==> config.mk <==
export PLATFORM = sky130hd
export DESIGN_NAME = ps2_frame_rx
export DESIGN_NICKNAME = d
export VERILOG_FILES = /design/src/rtl/ps2_frame_rx.sv
export SDC_FILE = /design/constraint.sdc
export NUM_CORES = 1
export LEC_CHECK = 0
export BUFFER_PORTS_ARGS = -buffer_cell sky130_fd_sc_hd__buf_2
export CAP_MARGIN = 20
export CELL_PAD_IN_SITES_DETAIL_PLACEMENT = 1
export CELL_PAD_IN_SITES_GLOBAL_PLACEMENT = 1
export CORE_MARGIN = 4
export CORE_UTILIZATION = 39
export CTS_CLUSTER_DIAMETER = 60
export CTS_CLUSTER_SIZE = 30
export DETAILED_ROUTE_END_ITERATION = 8
export PLACE_DENSITY_LB_ADDON = 0.1
export SYNTH_ARGS = -nofsm -noshare
export SYNTH_HDL_FRONTEND = slang
export SYNTH_SLANG_ARGS = --single-unit
==> constraint.sdc <==
create_clock -name clk -period 2 [get_ports clk]
set_input_delay 0.1 -clock clk [delete_from_list [all_inputs] [get_ports clk]]
set_output_delay 0.1 -clock clk [all_outputs]
set_load 0.02 [all_outputs]
==> src/rtl/ps2_frame_rx.sv <==
// PS/2 keyboard frame receiver.
// Synchronises the raw PS/2 pins, de-glitches the clock line, shifts in
// 11-bit frames (start, 8 data LSB-first, odd parity, stop), keeps a 4-byte
// history word and guards every frame with an inter-edge watchdog.
module ps2_frame_rx #(
  parameter int FILTER_LEN     = 4,
  parameter int TIMEOUT_CYCLES = 50000
) (
  input  logic        clk,
  input  logic        rst,
  input  logic        kclk,
  input  logic        kdata,
  output logic [31:0] keycode,
  output logic [7:0]  byte_out,
  output logic        byte_valid,
  output logic        frame_err,
  output logic        busy
);

  localparam int WD_W = $clog2(TIMEOUT_CYCLES);
  localparam logic [WD_W-1:0] WD_MAX   = WD_W'(TIMEOUT_CYCLES - 1);
  localparam logic [3:0]      FLT_LAST = 4'(FILTER_LEN - 1);

  typedef enum logic {
    IDLE,
    RECV
  } state_t;

  state_t          state;
  logic            kclk_s1, kclk_s2;
  logic            kdata_s1, kdata_s2;
  logic            kclk_f, kclk_f_q;
  logic [3:0]      flt_cnt;
  logic [3:0]      bit_cnt;
  logic [7:0]      shreg;
  logic            par;
  logic [WD_W-1:0] wd_cnt;
  logic            fall;

  // Two-flop synchronisers on both pins, parked at the bus idle level.
  // NOTE: sequential state uses non-blocking assignments so every flop samples
  // pre-edge values; blocking here would collapse the two sync stages into one.
  always_ff @(posedge clk) begin
    if (rst) begin
      kclk_s1  <= 1'b1;
      kclk_s2  <= 1'b1;
      kdata_s1 <= 1'b1;
      kdata_s2 <= 1'b1;
    end else begin
      kclk_s1  <= kclk;
      kclk_s2  <= kclk_s1;
      kdata_s1 <= kdata;
      kdata_s2 <= kdata_s1;
    end
  end

  // Glitch filter: the filtered clock only follows the synced clock after
  // FILTER_LEN consecutive disagreeing samples.
  always_ff @(posedge clk) begin
    if (rst) begin
      kclk_f   <= 1'b1;
      kclk_f_q <= 1'b1;
      flt_cnt  <= '0;
    end else begin
      kclk_f_q <= kclk_f;
      if (kclk_s2 == kclk_f) begin
        flt_cnt <= '0;
      end else if (flt_cnt == FLT_LAST) begin
        kclk_f  <= kclk_s2;
        flt_cnt <= '0;
      end else begin
        flt_cnt <= flt_cnt + 4'd1;
      end
    end
  end

  // One-cycle strobe in the cycle the filtered clock has just dropped.
  assign fall = kclk_f_q & ~kclk_f;

  // Frame FSM: start detection, bit shifting, frame check, watchdog and the
  // registered strobes/history outputs.
  always_ff @(posedge clk) begin
    if (rst) begin
      state      <= IDLE;
      bit_cnt    <= '0;
      shreg      <= '0;
      par        <= 1'b0;
      wd_cnt     <= '0;
      keycode    <= '0;
      byte_out   <= '0;
      byte_valid <= 1'b0;
      frame_err  <= 1'b0;
      busy       <= 1'b0;
    end else begin
      byte_valid <= 1'b0;
      frame_err  <= 1'b0;
      case (state)
        IDLE: begin
          wd_cnt <= '0;
          // A high start bit is simply ignored; the next falling edge retries.
          if (fall && !kdata_s2) begin
            state   <= RECV;
            busy    <= 1'b1;
            bit_cnt <= '0;
            shreg   <= '0;
          end
        end
        RECV: begin
          // A falling edge wins over a watchdog expiry in the same cycle.
          if (fall) begin
            wd_cnt  <= '0;
            bit_cnt <= bit_cnt + 4'd1;
            if (bit_cnt < 4'd8) begin
              shreg <= {kdata_s2, shreg[7:1]};
            end else if (bit_cnt == 4'd8) begin
              par <= kdata_s2;
            end else begin
              state   <= IDLE;
              busy    <= 1'b0;
              bit_cnt <= '0;
              // Odd parity over data+parity, and the stop bit must be high.
              if ((^{shreg, par}) && kdata_s2) begin
                byte_out   <= shreg;
                keycode    <= {keycode[23:0], shreg};
                byte_valid <= 1'b1;
              end else begin
                frame_err <= 1'b1;
              end
            end
          end else if (wd_cnt == WD_MAX) begin
            state     <= IDLE;
            busy      <= 1'b0;
            bit_cnt   <= '0;
            wd_cnt    <= '0;
            frame_err <= 1'b1;
          end else begin
            wd_cnt <= wd_cnt + 1'b1;
          end
        end
        default: begin
          state <= IDLE;
          busy  <= 1'b0;
        end
      endcase
    end
  end

endmodule

==> results.md, run 1 <==
* Outcome: complete, no violations
* EDFF count, synth at 0
* Post-synthesis area per instance at 9.64 um2
* CTS tree: done
* I/O pins at 47
* PortBufs at 46
* Final Non-Filler Cells at 469
* #FFs+latches synth at 75
* Chip Height at 96.4 um
* CP required at 2.23 ns
* Tcrit/Tclk final at 95.6%
* Power consumption at 2.75 mW
* Primary FF master, synth: dfxtp_1
* Worst Hold Endpoint: bit_cnt[0]
* Asr flop ratio synth at 0%
* CTS root buffer: clkbuf_8
* Cell Rows at 31
* Max H-tree Level at 3
* Latest clock arrival within the worst-skew pair at 0.34 ns
* Total wire length at 6650 um
* Routed len/inst at 14.2 um
* 1st-pass router iterations at 4
* Pin slew with the least headroom to its limit at 0.435 ns
* Buffer depth of the longest clock path at 2
* Cells after synthesis at 316
* Starting Density at 41.1%
* Reg-to-Reg Start: wd_cnt[13]
* MaxCap Viol Count at 0
* Share of the synthesized area in the top cell type at 49.3%
* Final Net Count at 373
* Hold path startpoint: rst
* Sequential area share after synthesis at 49.3%
* Final hold slack at 0.0593 ns
* Critical path class: reg2reg
* GP Congestion at 0.771
* Area delta synth->final at 19.2%
* VDD IR max at 0.322 mV
* Worst slew margin at 71.0%
* Leak at 1.49 nW
* Final setup vio count at 0
* Initial antenna violation count at 0
* Largest net degree at the start of global routing at 43
* Post-synthesis net count at 324
* Worst Skew at 0.00999 ns
* DPL Wire Length at 4620 um
* CTS Buf Count at 9
* Core Area at 7410 um2
* Diodes inserted at 0
* Fin. Hold Viols at 0
* DR iter-0 viols at 61
* Avg Vias per Cell at 5.05
* First-pass GRT wire length at 11000 um
* Top-count cell post-synth: dfxtp_1
* Synthesized area at 3050 um2
* RSZ-0062 raised after global routing: yes
* Reg2reg end: state
* Synth area leader: dfxtp_1
* All-Layer GR Usage at 15.3%
* Reg2reg setup slack at 0.09 ns
* Hold WC Path Type: in2reg
* ANT nets after route at 0
* P per Cell Area at 759 nW/um2
* Vias in the first global route at 2368
* Clock transition at the registers of the reported paths at 0.08 ns
* Crit path DAT at 2.14 ns
* Layout cells sized above 1 at 24.9%
* Clock sink count at 75
* Unique masters post-synth at 42
* Top post-synthesis cells by area: dfxtp_1, mux2i_1, nand2_1, nor2_1, xnor2_1
* WHS Path Cells at 2
* CP Max Fanout at 3
* Tmin final at 1.91 ns
* Placed insts at 450
* Die area at 9290 um2
* Post-CTS Setup Bufs at 0
* Die extent in x at 96.4 um
* Yosys warns at 0
* Critical path startpoint category: register
* DRC at 0
* GRT Residual Overflow at 0
* Cells on worst reg2reg path at 5
* Via count at 2367
* Crit end category: register
* Final Max Tran Viols at 0
* Fmax achieved at 523 MHz
* Top cells by count, synth: dfxtp_1, nand2_1, nor2_1, mux2i_1, xnor2_1
==> cells by family (layout without fill, tap and decap cells) <==
kind of cell / after synthesis / count (layout) / synth area share (%)
compound gates: 36 / 36 / 8.71
flops: 75 / 75 / 49.3
buf+inv: 29 / 83 / 5.71
simple gates: 121 / 121 / 18.4
mux: 27 / 27 / 8.87
xor+xnor: 24 / 24 / 7.35
fa+ha+maj: 4 / 4 / 1.64
==> worst max-delay path by stage <==
| stage | from | endpoint | cells past startpoint |
|---|---|---|---|
| 3_3_place_gp | wd_cnt[13] | bit_cnt[3] | 5 |
| 4_1_cts | wd_cnt[13] | state | 5 |
| 6_report | wd_cnt[13] | state | 5 |
| 3_5_place_dp | wd_cnt[13] | state | 5 |
| 5_1_grt | wd_cnt[13] | bit_cnt[3] | 5 |
| 2_1_floorplan | bit_cnt[0] | keycode[22] | 9 |
==> flip-flops by register name, indices dropped and copies added, names as in the netlist, 4 cells and up <==
| signal | count |
|---|---|
| wd_cnt | 16 |
| shreg | 8 |
| bit_cnt | 4 |
| keycode | 32 |
| flt_cnt | 4 |
==> worst max-delay path, cell delays in order, from the launching register on <==
cell	delay, ns
dfxtp_1	0.33
or4_1	0.58
nor4_4	0.36
nor2_1	0.14
a211oi_1	0.31
nor2_1	0.07
==> power breakdown <==
part | leakage, nW | switching, mW | internal (mW)
sequential | 0.605 | 0.00304 | 1.50
clock | 0.106 | 0.567 | 0.649
combinational | 0.780 | 0.0258 | 0.0127
==> through the flow <==
step	setup slack (ns)	setup TNS, ns	util (%)	instance area (um2)
2_1_floorplan	0.117	0	-	3050
3_3_place_gp	0.0294	0	45.2	3350
3_5_place_dp	0.0359	0	45.2	3350
4_1_cts	0.0466	0	48.5	3590
5_1_grt	-0.0386	-0.208	49.0	3630
6_report	0.0882	0	49.0	3630
==> timing repair <==
action | in CTS | in global routing
resized for setup | 1 | 4
endpoints found under the setup margin | 1 | 44
hold endpoints to repair | 2 | 0
gates cloned | 0 | 1
pin swaps | 0 | 1
hold buffers | 2 | 0
==> cells in the final DEF, fill, tap and decap left out, drive strengths merged, types with 3 or more instances in the layout <==
cell type and count:
dfxtp 75, mux2i 27, and3 7, nand2 45
clkinv 3, nor2 41, ha 4, buf 58
nand3 7, xnor2 12, a21oi 3, xor2 11
clkbuf 12, a31o 8, a22oi 10, a31oi 8
inv 6, or2 5, nor4 3
==> per-layer routing <==
layer / vias up / share of wire, % / GRT usage (%)
met4: 0 / 1.7 / 7.83
li1: 1176 / - / -
met5: - / 0 / 0
met2: 42 / 48 / 25.4
met3: 10 / 4.1 / 3.21
met1: 1139 / 46 / 18.6
==> area by class of cell <==
cell class,instances,area (um2)
well taps,99,124
fillers,856,3780
clock inverters,5,60.1
multi-input cells,212,1390
inverters,6,22.5
flip-flops and latches,75,1500
repair buffers,61,378
clock buffers,11,151
No activity file was read; power rests on OpenSTA's default activity.
==> run 2: changes to the inputs <==
--- a/config.mk
+++ b/config.mk
@@ -14,7 +14,8 @@
 export CTS_CLUSTER_DIAMETER = 60
 export CTS_CLUSTER_SIZE = 30
 export DETAILED_ROUTE_END_ITERATION = 8
-export PLACE_DENSITY_LB_ADDON = 0.1
+export PLACE_DENSITY = 0.86
+export SLEW_MARGIN = 10
 export SYNTH_ARGS = -nofsm -noshare
 export SYNTH_HDL_FRONTEND = slang
 export SYNTH_SLANG_ARGS = --single-unit
==> results.md, run 2 (synthesis results as in run 1) <==
* CP bufs+invs at 0 (unchanged)
* MaxCap Viol Count at 0 (unchanged)
* Max incr delay on CP at 0.58 ns (about the same)
* Diodes inserted at 0 (unchanged)
* DRC at 0 (unchanged)
* Hold path startpoint: rst (unchanged)
* P per Cell Area at 801 nW/um2 (was 759 nW/um2)
* Biggest register: keycode (unchanged)
* Seq pwr share at 51.2% (was 54.4%)
* Avg Vias per Cell at 5.13 (was 5.05)
* CP Max Fanout at 5 (was 3)
* Worst Skew at 0.00651 ns (was 0.00999 ns)
* Layout cells sized above 1 at 25.0% (was 24.9%)
* Initial antenna violation count at 0 (unchanged)
* Reg-to-Reg Start: wd_cnt[7] (was wd_cnt[13])
* Final-layout fill cell count at 851 (was 856)
* Core Area at 7410 um2 (unchanged)
* Combinational Power Share at 1.4% (about the same)
* Crit path DAT at 2.16 ns (was 2.14 ns)
* Hold WC Path Type: in2reg (unchanged)
* Max reg flops at 32 (unchanged)
* Crit-path cells: or4b_1 -> nor4_4 -> nor2_1 -> a211oi_1 -> nor2_1 (was or4_1 -> nor4_4 -> nor2_1 -> a211oi_1 -> nor2_1)
* Final setup vio count at 0 (unchanged)
* Most frequent CP cell: nor2_1 (unchanged)
* PortBufs at 46 (unchanged)
* I/O pins at 47 (unchanged)
* Sw frac at 20.2% (was 21.6%)
* CP required at 2.24 ns (was 2.23 ns)
* Die area at 9290 um2 (unchanged)
* DR iter-0 viols at 70 (was 61)
* Tmin final at 1.92 ns (was 1.91 ns)
* CTS Buf Count at 9 (unchanged)
* ANT nets after route at 0 (unchanged)
* Fin. Hold Viols at 0 (unchanged)
* Total wire length at 7360 um (was 6650 um)
* GRT Residual Overflow at 0 (unchanged)
* Max H-tree Level at 3 (unchanged)
* Psw at 0.591 mW (was 0.596 mW)
* Outcome: complete, no violations (unchanged)
* Leak at 1.51 nW (was 1.49 nW)
* Cell Rows at 31 (unchanged)
* Vias in the first global route at 2473 (was 2368)
* VDD IR max at 0.376 mV (was 0.322 mV)
* Finished Cell Area at 3660 um2 (was 3630 um2)
* Critical path class: reg2reg (unchanged)
* First-pass GRT wire length at 11600 um (was 11000 um)
* All-Layer GR Usage at 16.2% (was 15.3%)
* Crit path from: wd_cnt[7] (was wd_cnt[13])
* Critical path startpoint category: register (unchanged)
* Starting Density at 41.1% (unchanged)
* Delay-heaviest family, CP: simple AND/OR/NAND/NOR gates (unchanged)
* CTS tree: done (unchanged)
* Pin slew with the least headroom to its limit at 0.645 ns (was 0.435 ns)
* DPL Wire Length at 5200 um (was 4620 um)
* Via count at 2397 (was 2367)
* CTS root buffer: clkbuf_8 (unchanged)
* Clock power frac at 47.4% (was 44.2%)
* Die extent in x at 96.4 um (unchanged)
* Placed inst area at 3360 um2 (was 3350 um2)
* Final setup TNS at 0 ns (unchanged)
* 1st-pass router iterations at 4 (unchanged)
* Worst slew margin at 56.7% (was 71.0%)
* Clock transition at the registers of the reported paths at 0.08 ns (about the same)
* Largest regs: keycode (32), wd_cnt (16), shreg (8) (unchanged)
* Placed insts at 449 (was 450)
* GP Congestion at 0.806 (was 0.771)
* Final Max Tran Viols at 0 (unchanged)
* Routed len/inst at 15.8 um (was 14.2 um)
* Final Net Count at 372 (was 373)
* Chip Height at 96.4 um (unchanged)
* CP max stage cell: or4b_1 (was or4_1)
* Commonest non-fill, non-tap cell in the layout: dfxtp_1 (unchanged)
* Most frequent cells in the layout: dfxtp_1, buf_2, nand2_1 (unchanged)
* Final Non-Filler Cells at 467 (was 469)
* Buffer depth of the longest clock path at 2 (unchanged)
* Pint at 2.34 mW (was 2.16 mW)
* Clock sink count at 75 (unchanged)
* Tcrit/Tclk final at 96.0% (was 95.6%)
* Largest net degree at the start of global routing at 27 (was 43)
* Fmax achieved at 521 MHz (was 523 MHz)
* Area delta synth->final at 20.1% (was 19.2%)
* Crit end category: register (unchanged)
* Latest clock arrival within the worst-skew pair at 0.35 ns (was 0.34 ns)
## run 2: cell types whose count changed in the layout (fill, tap and decap cells not counted), sizes merged
| cell | delta |
|---|---|
| buf | -1 |
| bufinv | +2 |
| inv | +1 |
| clkinvlp | -1 |
| clkinv | -1 |
| clkbuf | -2 |
## run 2: per-stage QoR
stage / hold slack, ns / util, % / setup slack [ns] / total power, mW
2_1_floorplan: 0.204 / - / 0.117 / 1.56
3_3_place_gp: 0.286 / 45.3 / 0.112 / 1.57
3_5_place_dp: 0.289 / 45.3 / -0.00312 / 1.57
4_1_cts: 0.187 / 48.9 / 0.0573 / 2.96
5_1_grt: 0.212 / 49.4 / -0.0454 / 3.03
6_report: 0.192 / 49.4 / 0.0799 / 2.93
## run 2: final cells by class
class	count	area, um2	share of cell area (%)
Clock inverter	6	113	3.08
Multi-Input combinational cell	212	1390	37.9
Timing Repair Buffer	60	383	10.5
Clock buffer	9	124	3.39
Sequential cell	75	1510	41.1
Tap cell	99	124	3.39
Inverter	6	22.5	0.616
## run 2: power by group through the flow
| stage | Combinational (mW) | Sequential [mW] | Clock [mW] |
|---|---|---|---|
| global placement | 0.0370 | 1.53 | 0 |
| floorplan | 0.0244 | 1.53 | 0 |
| CTS | 0.0413 | 1.50 | 1.42 |
| finish | 0.0415 | 1.50 | 1.39 |
| detailed placement | 0.0384 | 1.53 | 0 |
| global route | 0.0458 | 1.50 | 1.48 |
## run 2: worst reg2reg max path: stages, from the launching register on
cell and delay [ns]:
dfxtp_1 0.35, or4b_1 0.58, nor4_4 0.31, nor2_1 0.14
a211oi_1 0.35, nor2_1 0.07
## run 2: final timing paths
| check | endpoint | slack, ns | cells past startpoint |
|---|---|---|---|
| setup / recovery | state | 0.08 | 5 |
| hold / removal | bit_cnt[2] | 0.19 | 3 |
| setup reg to reg | state | 0.08 | 5 |
| hold reg to reg | kclk_s2 | 0.42 | 1 |
## run 2: routing by layer
layer	vias to the layer above	track usage, %	wire length [um]
met5	-	0	0
met4	0	5.49	111
met3	15	5.08	390
met2	53	28.9	3750
met1	1157	18.1	3110
li1	1172	-	-
## run 2: what timing repair did
| action | in CTS | in global routing |
|---|---|---|
| buffers inserted | 0 | 0 |
| hold buffers | 2 | 0 |
| pin swaps | 0 | 1 |
| endpoints found under the setup margin | 1 | 22 |
| gates resized for setup | 1 | 5 |
| endpoints found under the hold margin | 2 | 0 |
| gates cloned | 0 | 1 |
